--- config.mk ---
export PLATFORM = sky130hd
export DESIGN_NAME = fft_32_input_framer
export DESIGN_NICKNAME = d
export VERILOG_FILES = /design/src/rtl/dsp_pkg.sv /design/src/rtl/fft_32_framer_bank.sv /design/src/rtl/fft_32_input_framer.sv
export SDC_FILE = /design/constraint.sdc
export NUM_CORES = 2
export LEC_CHECK = 0
export CORE_ASPECT_RATIO = 1.75
export CORE_UTILIZATION = 65
export CTS_BUF_LIST = sky130_fd_sc_hd__clkbuf_4 sky130_fd_sc_hd__clkbuf_8
export DETAILED_ROUTE_END_ITERATION = 16
export PLACE_DENSITY = 0.79
export SLEW_MARGIN = 40
export SYNTH_ARGS = -nofsm -noshare
export SYNTH_HDL_FRONTEND = slang
export SYNTH_SLANG_ARGS = --single-unit
--- constraint.sdc ---
create_clock -name Clk -period 3.8 [get_ports Clk]
set_input_delay 0.57 -clock Clk [delete_from_list [all_inputs] [get_ports Clk]]
set_output_delay 0.57 -clock Clk [all_outputs]
set_load 0.01 [all_outputs]
--- src/rtl/dsp_pkg.sv ---
// Shared DSP types and constants; this slice adds the 32-point FFT framer items.
package dsp_pkg;
  localparam int FFT32_FRAME_LEN   = 32;
  localparam int FFT32_INDEX_WIDTH = 5;
  localparam int FFT32_TAG_WIDTH   = 8;

  typedef struct packed {
    logic                         valid;
    logic                         last;
    logic                         reverse;
    logic [FFT32_INDEX_WIDTH-1:0] data_index;
    logic [FFT32_TAG_WIDTH-1:0]   tag;
  } fft32_control_t;

  typedef enum logic [1:0] {
    BANK_EMPTY,
    BANK_FILLING,
    BANK_FULL,
    BANK_READING
  } fft32_bank_state_t;

  function automatic logic [FFT32_INDEX_WIDTH-1:0] fft32_bitrev(
    input logic [FFT32_INDEX_WIDTH-1:0] a);
    logic [FFT32_INDEX_WIDTH-1:0] r;
    for (int b = 0; b < FFT32_INDEX_WIDTH; b++) r[b] = a[FFT32_INDEX_WIDTH-1-b];
    return r;
  endfunction
endpackage

--- src/rtl/fft_32_framer_bank.sv ---
// Two-bank sample store for the FFT32 framer: simple dual-port RAM, address {bank, idx}, registered read.
module fft_32_framer_bank
  import dsp_pkg::*;
#(
  parameter int DATA_WIDTH = 16
) (
  input  logic                            Clk,
  input  logic                            wr_en,
  input  logic [FFT32_INDEX_WIDTH:0]      wr_addr,
  input  logic [2*DATA_WIDTH-1:0]         wr_data,
  input  logic                            rd_en,
  input  logic [FFT32_INDEX_WIDTH:0]      rd_addr,
  output logic [2*DATA_WIDTH-1:0]         rd_data
);
  logic [2*DATA_WIDTH-1:0] mem [2*FFT32_FRAME_LEN];

  always_ff @(posedge Clk) begin
    if (wr_en) mem[wr_addr] <= wr_data;
    if (rd_en) rd_data <= mem[rd_addr];
  end
endmodule

--- src/rtl/fft_32_input_framer.sv ---
// Groups an unframed I/Q stream into 32-sample frames and replays each as an FFT32 control stream.
// FFT32_FRAMER_BITREV_EN: replay frames in bit-reversed address order.
module fft_32_input_framer
  import dsp_pkg::*;
#(
  parameter int DATA_WIDTH = 16
) (
  input  logic                         Clk,
  input  logic                         Rst,
  input  logic                         Input_valid,
  input  logic signed [DATA_WIDTH-1:0] Input_i,
  input  logic signed [DATA_WIDTH-1:0] Input_q,
  input  logic                         Input_reverse,
  output fft32_control_t               Output_control,
  output logic signed [DATA_WIDTH-1:0] Output_i,
  output logic signed [DATA_WIDTH-1:0] Output_q,
  output logic                         Error_overflow
);
  localparam logic [FFT32_INDEX_WIDTH-1:0] IDX_LAST = FFT32_INDEX_WIDTH'(FFT32_FRAME_LEN - 1);

  typedef enum logic {RD_IDLE, RD_RUN} rd_state_t;

  fft32_bank_state_t            bank_st  [2];
  logic                         bank_rev [2];
  logic [FFT32_TAG_WIDTH-1:0]   bank_tag [2];
  logic [FFT32_INDEX_WIDTH-1:0] wr_idx, rd_idx, rd_addr;
  logic [FFT32_TAG_WIDTH-1:0]   tag_cnt;
  logic                         wr_bank, rd_bank, drop;
  rd_state_t                    rd_st;

  logic start_ok, wr_drop, wr_en;
  logic rd_start, rd_en, rd_end, rd_chain;

  // The drop decision for a frame is made at its first sample and held in drop.
  assign start_ok = bank_st[wr_bank] == BANK_EMPTY;
  assign wr_drop  = (wr_idx == '0) ? !start_ok : drop;
  assign wr_en    = Input_valid && !wr_drop;

  // Reads alternate banks, so rd_bank is always the oldest candidate; idle rd_idx is 0.
  assign rd_start = rd_st == RD_IDLE && bank_st[rd_bank] == BANK_FULL;
  assign rd_en    = rd_start || rd_st == RD_RUN;
  assign rd_end   = rd_st == RD_RUN && rd_idx == IDX_LAST;
  assign rd_chain = rd_end && bank_st[~rd_bank] == BANK_FULL;

`ifdef FFT32_FRAMER_BITREV_EN
  assign rd_addr = fft32_bitrev(rd_idx);
`else
  assign rd_addr = rd_idx;
`endif

  always_ff @(posedge Clk) begin
    if (!Rst) begin
      for (int b = 0; b < 2; b++) begin
        bank_st[b]  <= BANK_EMPTY;
        bank_rev[b] <= 1'b0;
        bank_tag[b] <= '0;
      end
      wr_idx         <= '0;
      rd_idx         <= '0;
      tag_cnt        <= '0;
      wr_bank        <= 1'b0;
      rd_bank        <= 1'b0;
      drop           <= 1'b0;
      rd_st          <= RD_IDLE;
      Error_overflow <= 1'b0;
    end else begin
      if (Input_valid) begin
        wr_idx <= wr_idx + 1'b1;
        if (wr_idx == '0) begin
          drop <= !start_ok;
          if (start_ok) begin
            bank_st[wr_bank]  <= BANK_FILLING;
            bank_rev[wr_bank] <= Input_reverse;
            bank_tag[wr_bank] <= tag_cnt;
            tag_cnt           <= tag_cnt + 1'b1;
          end
        end else if (wr_idx == IDX_LAST && !drop) begin
          bank_st[wr_bank] <= BANK_FULL;
          wr_bank          <= ~wr_bank;
        end
      end
      Error_overflow <= Input_valid && wr_idx == '0 && !start_ok;

      // Write and read sides never touch the same bank in one cycle (disjoint states).
      if (rd_en) rd_idx <= rd_idx + 1'b1;
      if (rd_start) begin
        bank_st[rd_bank] <= BANK_READING;
        rd_st            <= RD_RUN;
      end
      if (rd_end) begin
        bank_st[rd_bank] <= BANK_EMPTY;
        rd_bank          <= ~rd_bank;
        if (rd_chain) bank_st[~rd_bank] <= BANK_READING;
        else          rd_st             <= RD_IDLE;
      end
    end
  end

  logic [2*DATA_WIDTH-1:0]      rd_data;
  logic                         s1_vld, s1_last, s1_rev;
  logic [FFT32_INDEX_WIDTH-1:0] s1_idx;
  logic [FFT32_TAG_WIDTH-1:0]   s1_tag;

  fft_32_framer_bank #(.DATA_WIDTH(DATA_WIDTH)) u_bank (
    .Clk     (Clk),
    .wr_en   (wr_en),
    .wr_addr ({wr_bank, wr_idx}),
    .wr_data ({Input_i, Input_q}),
    .rd_en   (rd_en),
    .rd_addr ({rd_bank, rd_addr}),
    .rd_data (rd_data)
  );

  // Side-band travels alongside the RAM read register, then both land in the output register.
  always_ff @(posedge Clk) begin
    if (!Rst) begin
      s1_vld  <= 1'b0;
      s1_last <= 1'b0;
      s1_rev  <= 1'b0;
      s1_idx  <= '0;
      s1_tag  <= '0;
    end else begin
      s1_vld  <= rd_en;
      s1_last <= rd_idx == IDX_LAST;
      s1_rev  <= bank_rev[rd_bank];
      s1_idx  <= rd_addr;
      s1_tag  <= bank_tag[rd_bank];
    end
  end

  always_ff @(posedge Clk) begin
    if (!Rst || !s1_vld) begin
      Output_control <= '0;
      Output_i       <= '0;
      Output_q       <= '0;
    end else begin
      Output_control.valid      <= 1'b1;
      Output_control.last       <= s1_last;
      Output_control.reverse    <= s1_rev;
      Output_control.data_index <= s1_idx;
      Output_control.tag        <= s1_tag;
      Output_i                  <= rd_data[2*DATA_WIDTH-1:DATA_WIDTH];
      Output_q                  <= rd_data[DATA_WIDTH-1:0];
    end
  end
endmodule

==> results_dict.tcl <==
set metrics [dict create \
    synth_area_um2 83300 \
    yosys.area.top_type "edfxtp_1" \
    async_flop_share 0 \
    period_share 0.916 \
    cp.arrival_ps 4170 \
    drv_cap 0 \
    worst_pin_slew_ps 930 \
    grt_pass1_vias 43980 \
    pin_count 85 \
    cts.sinks 2191 \
    wl_per_cell_um 33.7 \
    grt_pass1_wl_um 300000 \
    cts_made_buffers 305 \
    cts-root-buf "clkbuf_8" \
    synth_ff_type "edfxtp_1" \
    rows 173 \
    grt_start_max_net_pins 65 \
    synth_edf_count 2096 \
    start_kind "flip-flop" \
    setup-violations-final 0 \
    fp.dieH_um 475 \
    finalNonFillerCells 6265 \
    cp-endpoint "u_bank.rd_data[4]$_DFFE_PP_" \
    synth_cell_types 60 \
    seqCellArea_um2 64900 \
    syn_area_per_cell_um2 21.1 \
    end_kind "flip-flop" \
    drt-initial-drc-count 5293 \
    slew_violations 0 \
    synthesis.nets 3981 \
    ant_nets 0 \
    crit_fanout 29 \
    drive_gt1_frac 0.282 \
    hold_viol 0 \
    slew-limit-headroom 0.380 \
    finalClockSkew_ps 66.9 \
    reg2regPathDepth 7 \
    area_growth_pct 13.2 \
    overflow 0 \
    drc 0 \
    die_x_um 273 \
    synthCells 3939 \
    design_area_um2 94300 \
    synth_top_area_share 0.756 \
    synth_warnings 0 \
    cts_setup_buffers 0 \
    power_leakage_nw 29.2 \
    ys_top_cells_by_area "edfxtp_1 76%, mux4_2 11%, mux2i_1 3.3%" \
    cts.clk_slew.worst_paths_ps 70 \
    power.density_nw_per_um2 556 \
    reg2reg_slack_ps 320 \
    dr.pass1.iters 8 \
    hpwl_um 129000 \
    rr_startpoint "rd_addr[0]$_SDFFE_PN0P_" \
    fin_setup_tns_ps 0 \
    clockBufferDepth 4 \
    max_freq_ghz 0.287 \
    worstReg2RegEnd "u_bank.rd_data[4]$_DFFE_PP_" \
    post_drt_via_cell_ratio 6.94 \
    place_inst 5740 \
    htreeDepth 5 \
    critPathLaunch "rd_addr[0]$_SDFFE_PN0P_" \
    gp_congestion 0.887 \
    clock_latency_ps 1020 \
    peakVddDrop_mv 0.367 \
    core_area_um2 127000 \
    status "completed" \
    start_util 0.655 \
    rsz0062_at_grt "false" \
    ys_seq_elements 2191 \
    timing.hold.ws_ps 64.3 \
    nFillCells 6650 \
    multi_input_area_um2 17700 \
    via_count 43474 \
    portBuffers 84 \
    cp.required_ps 4490 \
    post-route-min-period_ps 3480 \
    ys_seq_area_frac 0.779 \
    placed_area_um2 88300 \
    critPathKind "reg2reg" \
    fin_nets 4429 \
    antenna_found_initial 3 \
    wl_um 211000 \
    hold_class "in2reg" \
    cts_tree "done" \
    dieArea_um2 130000 \
    grt.total_usage 0.333 \
]
## cell type report
cell class,instances,share of cell area
clock buffers,397,0.0525
diodes,2,0.0000531
repair buffers,366,0.0389
inverters,15,0.000597
well taps,1662,0.0221
clock inverters,124,0.0103
flip-flops and latches,2191,0.688
multi-input cells,1508,0.188
## metal layers
| metal | global-route usage | wire (um) |
|---|---|---|
| met2 | 0.558 | 107000 |
| met5 | 0 | 0 |
| met1 | 0.393 | 68300 |
| met4 | 0.237 | 17400 |
| met3 | 0.0579 | 18200 |
## cell usage after synthesis (all sizes together), types with 24 or more instances
cell,n
edfxtp,2096
mux4,408
mux2i,271
buf,158
nor2,109
dfxtp,95
nand2,94
a22oi,75
clkbuf,67
a21oi,56
o21ai,54
and3,53
a22o,43
nand3,38
a211oi,36
a221oi,29
o221ai,26
and2,25
mux2,24
## critical path, cell delays in order, from the launching register on
cell	delay, ps
dfxtp_4	730
buf_12	350
buf_4	200
buf_4	230
mux4_2	530
mux2_2	290
o21ai_0	550
a211oi_1	270
## timing repair
action | in CTS | in global routing
hold endpoints to repair | 1 | 0
resized for setup | 0 | 0
hold buffers | 1 | 0
## metrics by stage
step	setup WS (ps)	total power [W]	utilization
final	319	0.0524	0.742
after global routing	169	0.0539	0.742
after CTS	294	0.0526	0.742
after detailed placement	319	0.0349	0.695
after global placement	77.2	0.0348	0.695
after floorplan	354	0.0324	-
## kinds of logic after synthesis
kind of cell	after synthesis	share of synthesized area
AND/OR/NAND/NOR	391	0.0230
buffers and inverters	240	0.0155
flip-flops	2191	0.779
adder cells (fa/ha/maj)	6	0.000902
multiplexers	703	0.146
AO/OA/AOI/OAI	395	0.0343
XOR/XNOR	13	0.00137
## state kept, by name (all words and copies together) (netlist names), 2 cells and up, named ones only
| register | cells |
|---|---|
| Output_control | 16 |
| tag_cnt | 8 |
| wr_idx | 5 |
| u_bank.mem | 2048 |
| s1_tag | 8 |
| u_bank.rd_data | 32 |
| bank_st | 4 |
| rd_addr | 5 |
| bank_rev | 2 |
| Output_i | 16 |
| bank_tag | 16 |
| s1_idx | 5 |
| Output_q | 16 |
## report_power, final
group	internal, W	switching [W]	total, W	leakage, nW
registers	0.0268	0.000240	0.0271	19.6
logic	0.00341	0.00395	0.00736	6.40
clock network	0.00957	0.00845	0.0180	3.13
## worst min path at each step
stage / endpoint / startpoint / depth (start not counted) / slack [ps]
global placement: Output_control[2]$_SDFF_PN0_ / s1_tag[2]$_SDFF_PN0_ / 1 / 450
finish: u_bank.mem[13][0]$_DFFE_PP_ / Input_q[0] / 1 / 60
floorplan: Output_control[0]$_SDFF_PN0_ / s1_tag[0]$_SDFF_PN0_ / 1 / 440
global route: u_bank.mem[15][0]$_DFFE_PP_ / Input_q[0] / 1 / 30
CTS: Output_control[0]$_SDFF_PN0_ / Rst / 2 / 6
detailed placement: Output_control[6]$_SDFF_PN0_ / s1_tag[6]$_SDFF_PN0_ / 1 / 450
## layout by cell type (no fill, tap or decap), types with 66 or more instances in the layout
cell type	count
edfxtp_1	2096
nand2_1	94
mux2i_1	271
a22oi_1	75
clkbuf_4	84
clkbuf_8	314
nor2_4	66
buf_4	239
dfxtp_1	89
mux4_2	408
Power figures use the tool's default switching activity.
